`config.mk`:
```
export PLATFORM = sky130hd
export DESIGN_NAME = tag_rx_sched
export DESIGN_NICKNAME = d
export VERILOG_FILES = /design/src/rtl/tag_rx_sched.sv
export SDC_FILE = /design/constraint.sdc
export NUM_CORES = 1
export LEC_CHECK = 0
export BUFFER_PORTS_ARGS = -buffer_cell sky130_fd_sc_hd__buf_2
export CAP_MARGIN = 20
export CORE_ASPECT_RATIO = 1.2
export CORE_MARGIN = 2
export CORE_UTILIZATION = 50
export CTS_BUF_LIST = sky130_fd_sc_hd__clkbuf_16
export DETAILED_ROUTE_END_ITERATION = 10
export PLACE_DENSITY = 0.77
export SKIP_CTS_REPAIR_TIMING = 1
export SYNTH_ARGS = -nofsm -noshare
export SYNTH_HDL_FRONTEND = slang
export SYNTH_SLANG_ARGS = --single-unit
```
`constraint.sdc`:
```
create_clock -name clk -period 3.2 [get_ports clk]
set_input_delay 0.64 -clock clk [delete_from_list [all_inputs] [get_ports clk]]
set_output_delay 0.64 -clock clk [all_outputs]
set_load 0.02 [all_outputs]
```
`src/rtl/tag_rx_sched.sv`:
```
// Tag receive burst scheduler: sync preamble, armed capture windows, guard gaps.
// Optional abort input when TAG_RX_SCHED_ABORT_EN is defined.
module tag_rx_sched #(
  parameter int DATA_WIDTH = 16,
  parameter int CNT_WIDTH  = 24,
  parameter int NREP_WIDTH = 8,
  parameter int SYNC_LEN   = 8192,
  parameter int GUARD_LEN  = 1024,
  parameter int SYNC_AMP   = 16384
) (
  input  logic                  clk,
  input  logic                  reset,
  input  logic                  trig_in,
`ifdef TAG_RX_SCHED_ABORT_EN
  input  logic                  abort,
`endif
  input  logic                  cfg_valid,
  output logic                  cfg_ready,
  input  logic [NREP_WIDTH-1:0] cfg_nrep,
  input  logic [CNT_WIDTH-1:0]  cfg_win_len,
  input  logic                  sync_ready,
  output logic                  rx_srst,
  output logic                  out_sel,
  output logic [DATA_WIDTH-1:0] isync,
  output logic [DATA_WIDTH-1:0] qsync,
  output logic                  rx_valid,
  output logic                  busy,
  output logic                  done,
  output logic                  timeout_err,
  output logic [2:0]            state,
  output logic [NREP_WIDTH-1:0] rep_cnt
);

  typedef enum logic [2:0] {
    IDLE  = 3'd0,
    PRE_P = 3'd1,
    PRE_N = 3'd2,
    ARM   = 3'd3,
    CAPT  = 3'd4,
    GUARD = 3'd5,
    DONE  = 3'd6
  } state_t;

  // One shared phase counter, wide enough for every timed state
  localparam int SW  = $clog2(SYNC_LEN + 1);
  localparam int GW  = $clog2(GUARD_LEN + 1);
  localparam int CW0 = (SW > GW) ? SW : GW;
  localparam int CW  = (CW0 > CNT_WIDTH) ? CW0 : CNT_WIDTH;

  localparam logic [CW-1:0] SYNC_LAST = CW'(SYNC_LEN - 1);
  localparam logic [CW-1:0] GUARD_LAST =
    CW'((GUARD_LEN > 0) ? GUARD_LEN - 1 : 0);

  localparam logic [DATA_WIDTH-1:0] AMP_P = DATA_WIDTH'(SYNC_AMP);
  localparam logic [DATA_WIDTH-1:0] AMP_N = DATA_WIDTH'(-SYNC_AMP);

  state_t                state_q, state_d;
  logic [CW-1:0]         cnt_q, cnt_d;
  logic [NREP_WIDTH-1:0] rep_q, rep_d;
  logic [NREP_WIDTH-1:0] nrep_q;
  logic [CNT_WIDTH-1:0]  win_q;
  logic [CNT_WIDTH-1:0]  win_last;
  logic [NREP_WIDTH-1:0] rep_inc;
  logic                  terr_q, terr_d;
  logic                  trig_q;
  logic                  trig_rise;
  logic                  srst_q;
  logic                  cap_hit;
  logic                  last_rep;

  assign trig_rise = trig_in & ~trig_q;
  assign win_last  = win_q - 1'b1;
  assign cap_hit   = sync_ready | (cnt_q == CW'(win_last));
  assign rep_inc   = (&rep_q) ? rep_q : rep_q + 1'b1;
  assign last_rep  =
    ({1'b0, rep_q} + 1'b1) == {1'b0, nrep_q};

  always_comb begin
    state_d = state_q;
    cnt_d   = cnt_q + 1'b1;
    rep_d   = rep_q;
    terr_d  = terr_q;
    unique case (state_q)
      IDLE: begin
        cnt_d = '0;
        if (trig_rise && nrep_q != '0) begin
          state_d = PRE_P;
          rep_d   = '0;
          terr_d  = 1'b0;
        end
      end
      PRE_P: begin
        if (cnt_q == SYNC_LAST) begin
          state_d = PRE_N;
          cnt_d   = '0;
        end
      end
      PRE_N: begin
        if (cnt_q == SYNC_LAST) begin
          state_d = ARM;
          cnt_d   = '0;
        end
      end
      ARM: begin
        state_d = CAPT;
        cnt_d   = '0;
      end
      CAPT: begin
        // A sync_ready on the final window cycle wins over the timeout
        if (cap_hit) begin
          rep_d  = rep_inc;
          terr_d = terr_q | ~sync_ready;
          cnt_d  = '0;
          if (last_rep)
            state_d = DONE;
          else
            state_d = (GUARD_LEN == 0) ? ARM : GUARD;
        end
      end
      GUARD: begin
        if (cnt_q == GUARD_LAST) begin
          state_d = ARM;
          cnt_d   = '0;
        end
      end
      DONE: begin
        state_d = IDLE;
        cnt_d   = '0;
      end
      default: begin
        state_d = IDLE;
        cnt_d   = '0;
      end
    endcase
`ifdef TAG_RX_SCHED_ABORT_EN
    if (abort && state_q != IDLE) begin
      state_d = IDLE;
      cnt_d   = '0;
      rep_d   = rep_q;
      terr_d  = terr_q;
    end
`endif
  end

  always_ff @(posedge clk) begin
    if (reset) begin
      state_q <= IDLE;
      cnt_q   <= '0;
      rep_q   <= '0;
      terr_q  <= 1'b0;
      trig_q  <= 1'b1;
      srst_q  <= 1'b0;
      nrep_q  <= NREP_WIDTH'(1);
      win_q   <= '1;
    end else begin
      state_q <= state_d;
      cnt_q   <= cnt_d;
      rep_q   <= rep_d;
      terr_q  <= terr_d;
      trig_q  <= trig_in;
      srst_q  <= (state_d == ARM);
      if (cfg_valid && cfg_ready) begin
        nrep_q <= cfg_nrep;
        win_q  <= (cfg_win_len == '0) ?
                  CNT_WIDTH'(1) : cfg_win_len;
      end
    end
  end

  assign cfg_ready   = (state_q == IDLE);
  assign busy        = (state_q != IDLE);
  assign rx_valid    = (state_q != IDLE);
  assign done        = (state_q == DONE);
  assign out_sel     = (state_q == PRE_P) | (state_q == PRE_N);
  assign isync       = (state_q == PRE_P) ? AMP_P :
                       (state_q == PRE_N) ? AMP_N : '0;
  assign qsync       = '0;
  assign rx_srst     = srst_q;
  assign timeout_err = terr_q;
  assign state       = state_q;
  assign rep_cnt     = rep_q;

endmodule

```
Word-level counts from Yosys, hierarchy flattened
Cells that the tools add are included.
{ "op_classes": {"mux": 21, "n_eq_ne": 14, "n_bitwise": 6, "reduce_logical": 11, "n_addsub": 4} }
{ "op_table": {"columns": ["op", "count"], "rows": [
  ["$mux W24", 4],
  ["$pmux W24 S3", 1],
  ["$mux W16", 2],
  ["$add A24 B1 Y24 const B", 1],
  ["$eq A24 B10 Y1 const B", 1],
  ["$eq A24 B13 Y1 const B", 1],
  ["$eq A24 B24 Y1", 1],
  ["$logic_not A24 Y1", 1],
  ["$mux W8", 3],
  ["$sub A24 B1 Y24 const B", 1],
  ["$pmux W3 S6", 1],
  ["$pmux W8 S2", 1],
  ["$mux W3", 5],
  ["$add A8 B1 Y9 const B", 1],
  ["$eq A3 B2 Y1 const B", 3],
  ["$eq A3 B3 Y1 const B", 3],
  ["$eq A9 B8 Y1", 1],
  ["$add A8 B1 Y8 const B", 1],
  ["$reduce_and A8 Y1", 1],
  ["$reduce_bool A8 Y1", 1],
  ["$ne A2 B2 Y1 const B", 2],
  ["$reduce_and A4 Y1", 1],
  ["$eq A3 B1 Y1 const B", 1],
  ["$logic_not A3 Y1", 1],
  ["other kinds (12)", 17]
]} }
{ "word_totals": {"out_inout_bits": 50, "input_bits": 37, "ff_bits": 70} }

Logic depth before layout (Yosys ltp)
{ "logic_depth": {"ltp_word": 6, "ltp_mapped": 12, "ltp_nobuf": 11} }

Worst setup path after synthesis
Ideal clock, no wire load.
{ "synth_timing": {"path_kind": "register -> register", "startpoint": "register win_q[4]", "endpoint": "register rep_q[6] (netlist: rep_cnt[6])", "setup_slack_ns": -0.091, "arrival_time_ns": 3.175, "synth_period_minus_slack_ns": 3.291, "path_stages_with_launch": 11, "path_buffers": 1, "path_cell_list": "dfxtp_1 -> or4_4 -> or4_1 -> a32oi_1 -> o21ai_1 -> or4_1 -> o41a_1 -> o21bai_2 -> buf_2 -> o21ai_0 -> a31o_1"} }
{ "synth_between": {"elab_chain_len": 5} }
{ "synth_rtl": {"columns": ["element", "line_no", "rtl"], "rows": [
  ["from (decl)", "61", "logic [CNT_WIDTH-1:0] win_q;"],
  ["from (signal assigned)", "164", "win_q <= (cfg_win_len == '0) ?"],
  ["$sub A24 B1 Y24", "72", "assign win_last = win_q - 1'b1;"],
  ["$eq A24 B24 Y1", "73", "assign cap_hit = sync_ready | (cnt_q == CW'(win_last));"],
  ["$or A1 B1 Y1", "73", null],
  ["$ne A2 B2 Y1 (no line)", null, null],
  ["$reduce_and A4 Y1 (no line)", null, null],
  ["to (signal assigned)", "158", "rep_q <= rep_d;"],
  ["to (decl)", "59", "logic [NREP_WIDTH-1:0] rep_q, rep_d;"]
]} }
Every way passes these cells.
A chain may end at the register's enable or synchronous reset.

Worst setup path after layout
{ "layout_timing": {"startpoint": "register win_q[7]", "endpoint": "register rep_q[7] (netlist: rep_cnt[7])"} }
The elaborated chain is that of the path after synthesis.

==> flow_metrics.env <==
export IMPL_cts_buffers=9
export IMPL_antenna_left=0
export IMPL_drv_cap=0
export IMPL_cts_max_level=3
export IMPL_hp_class="flop to flop"
export IMPL_reg2reg_depth=10
export IMPL_avgRoutedWirePerCell_um=14.8
export IMPL_synthMuxAreaShare=0.00271
export IMPL_failed_checks="setup timing"
export IMPL_reg2reg_setup_slack_ns=-0.23
export IMPL_die_area_um2=9050
export IMPL_power_density_nw_per_um2=438
export IMPL_r2r_end="rep_cnt[7]"
export IMPL_dp_worst_setup_slack_ns=-0.369
export IMPL_routabilityCongestion=0.903
export IMPL_ys_ff_latch=70
export IMPL_cts_clk_slew_worst_paths_ns=0.06
export IMPL_cts_tree="done"
export IMPL_die_h_um=104
export IMPL_drt_iter0_markers=190
export IMPL_finalHoldViolCount=0
export IMPL_cp_slowest_stage_delay_ns=0.57
export IMPL_cp_end_kind="flop"
export IMPL_tightest_slew_ns=0.788
export IMPL_rows=36
export IMPL_crit_slowest_cell="or4_4"
export IMPL_synth_top_area_share=0.338
export IMPL_drive_above_1_share=0.223
export IMPL_dp_cells=698
export IMPL_whs_ns=0.491
export IMPL_p_leak_nw=2.13
export IMPL_insertedDiodeCount=0
export IMPL_grt_pass1_vias=3808
export IMPL_crit_chain="or4_4 -> or4_1 -> a32oi_1 -> o21ai_1 -> or4_4 -> o41a_1 -> o21bai_4 -> buf_4 -> o211ai_1 -> o211a_1"
export IMPL_status="complete, but fails checks"
export IMPL_reg2reg_from="win_q[7]"
export IMPL_critPathMaxFanout=8
export IMPL_num_nets_final=659
export IMPL_critical_path_required_ns=3.43
export IMPL_yosysTopAreaCell="dfxtp_1"
export IMPL_vdd_drop_max_uv=390
export IMPL_ys_seq_area_frac=0.338
export IMPL_routed_wl_um=10600
export IMPL_hpwlAfterDp_um=7600
export IMPL_period_minus_slack_ns=3.43
export IMPL_ios=87
export IMPL_syn_area_per_cell_um2=7.76
export IMPL_fmax_mhz=292
export IMPL_viasPerCell=5.65
export IMPL_clkSinkCount=70
export IMPL_syn_area_um2=4150
export IMPL_cp_start_kind="flop"
export IMPL_async_flop_share=0
export IMPL_grt_setup_unrepaired="true"
export IMPL_syn_to_final_growth_pct=22.9
export IMPL_syn_instance_count=535
export IMPL_synth_xor_area_frac=0.141
export IMPL_netlist_top_cells_area="dfxtp_1 34%, xnor2_1 7.6%, nand2_1 7.1%"
export IMPL_layout_commonest_cell="nand2_1"
export IMPL_drtPass1Iterations=5
export IMPL_grt_max_degree=33
export IMPL_grt_overflow=0
export IMPL_relSlewSlack=0.471
export IMPL_vias=4061
export IMPL_drv_slew=0
export IMPL_core_area_um2=8110
export IMPL_period_share=1.07
export IMPL_cp_arrival_ns=3.66
export IMPL_cpMostUsedCell="or4_4"
export IMPL_hold_depth=1
export IMPL_critPathLaunch="win_q[7]"
export IMPL_synth_edff_count=0
export IMPL_portBuffers=56
export IMPL_synth_compound_area_frac=0.107
export IMPL_fin_cells=719
export IMPL_ys_types=57
export IMPL_setup_violations=9
export IMPL_track_usage=0.235
export IMPL_crit_path_end="rep_cnt[7]"
export IMPL_die_w_um=87.2
export IMPL_drc=0
export IMPL_start_util=0.512
export IMPL_synth_simple_area_share=0.307
export IMPL_setup_slack_ns=-0.228
export IMPL_cts_root_buf="clkbuf_16"
export IMPL_synth_top_family_by_area="simple AND/OR/NAND/NOR gates"
export IMPL_antenna_found_initial=0
export IMPL_yosysWarnings=0
export IMPL_grt_pass1_wl_um=17300
export IMPL_fin_skew_ns=0.00333
export IMPL_clock_path_buffers=2
export IMPL_synthAdderAreaFrac=0.00904
export IMPL_synth_main_ff_cell="dfxtp_1"
export IMPL_worst_skew_pair_late_latency_ns=0.34
export IMPL_worstSetupPathType="flop to flop"
export IMPL_final_cell_mix="79 x nand2_1, 69 x dfxtp_1, 56 x buf_2"
-- through the flow --
step | TNS [ns] | instance area [um^2] | utilization | power [W]
after floorplan | -0.00622 | 4270 | - | 0.00115
after global placement | -1.57 | 4630 | 0.572 | 0.00122
after detailed placement | -3.08 | 4630 | 0.572 | 0.00122
after CTS | -3.54 | 4940 | 0.609 | 0.00223
after global routing | -3.82 | 5100 | 0.629 | 0.00232
final | -1.63 | 5100 | 0.629 | 0.00224
-- cell usage after synthesis, drive strengths merged, types with 12 or more instances --
master and count:
clkbuf 21, dfxtp 70, xor2 31, buf 35, nor3 16, inv 16
nor4 22, a21oi 16, nand2 79, nor2 46, xnor2 36, nand3 42
and3 12
-- power breakdown --
part	internal (W)	switching [W]
logic	0.000114	0.000172
clock network	0.000614	0.000407
registers	0.000905	0.0000248
-- cell families (layout without fill, tap and decap cells) --
logic type               Yosys count  after routing
other                              1             30
AND/OR/NAND/NOR                  257            257
adder cells (fa/ha/maj)            3              3
XOR/XNOR                          67             67
flip-flops                        70             70
AO/OA/AOI/OAI                     64             64
multiplexers                       1              1
buffers and inverters             72            132
-- state kept, by name, indices dropped and copies added, names as in the netlist --
register     flops
nrep_q           8
win_q           24
trig_q           1
rep_cnt          8
cnt_q           24
timeout_err      1
state            3
rx_srst          1
-- worst min path at each step --
stage                         start         to  slack, ns
after floorplan            cnt_q[0]   cnt_q[0]       0.45
after global placement     cnt_q[0]   cnt_q[0]       0.47
after detailed placement  nrep_q[1]  nrep_q[1]       0.49
after CTS                 nrep_q[1]  nrep_q[1]       0.49
after global routing        trig_in     trig_q       0.51
final                      cnt_q[0]   cnt_q[0]       0.49
-- worst max-delay path: cells and delay by family, from the launching register on --
kind	cells	cell delay (ns)
flops	1	0.32
compound gates	6	1.24
buf+inv	1	0.17
simple gates	3	1.60
-- layer usage --
metal / global-route usage / vias up / share of wire
li1: - / 1971 / -
met1: 0.305 / 1921 / 0.44
met3: 0.0542 / 22 / 0.053
met5: 0 / - / 0
met4: 0.0780 / 0 / 0.020
met2: 0.382 / 147 / 0.49
-- cell type report --
cell class | count | area, um^2
Fill cell | 680 | 3010
Multi-Input combinational cell | 422 | 2570
Sequential cell | 70 | 1400
Timing Repair Buffer | 100 | 647
Clock buffer | 9 | 225
Tap cell | 95 | 119
Clock inverter | 7 | 80.1
Inverter | 16 | 60.1
(Power assumes the default switching activity.)
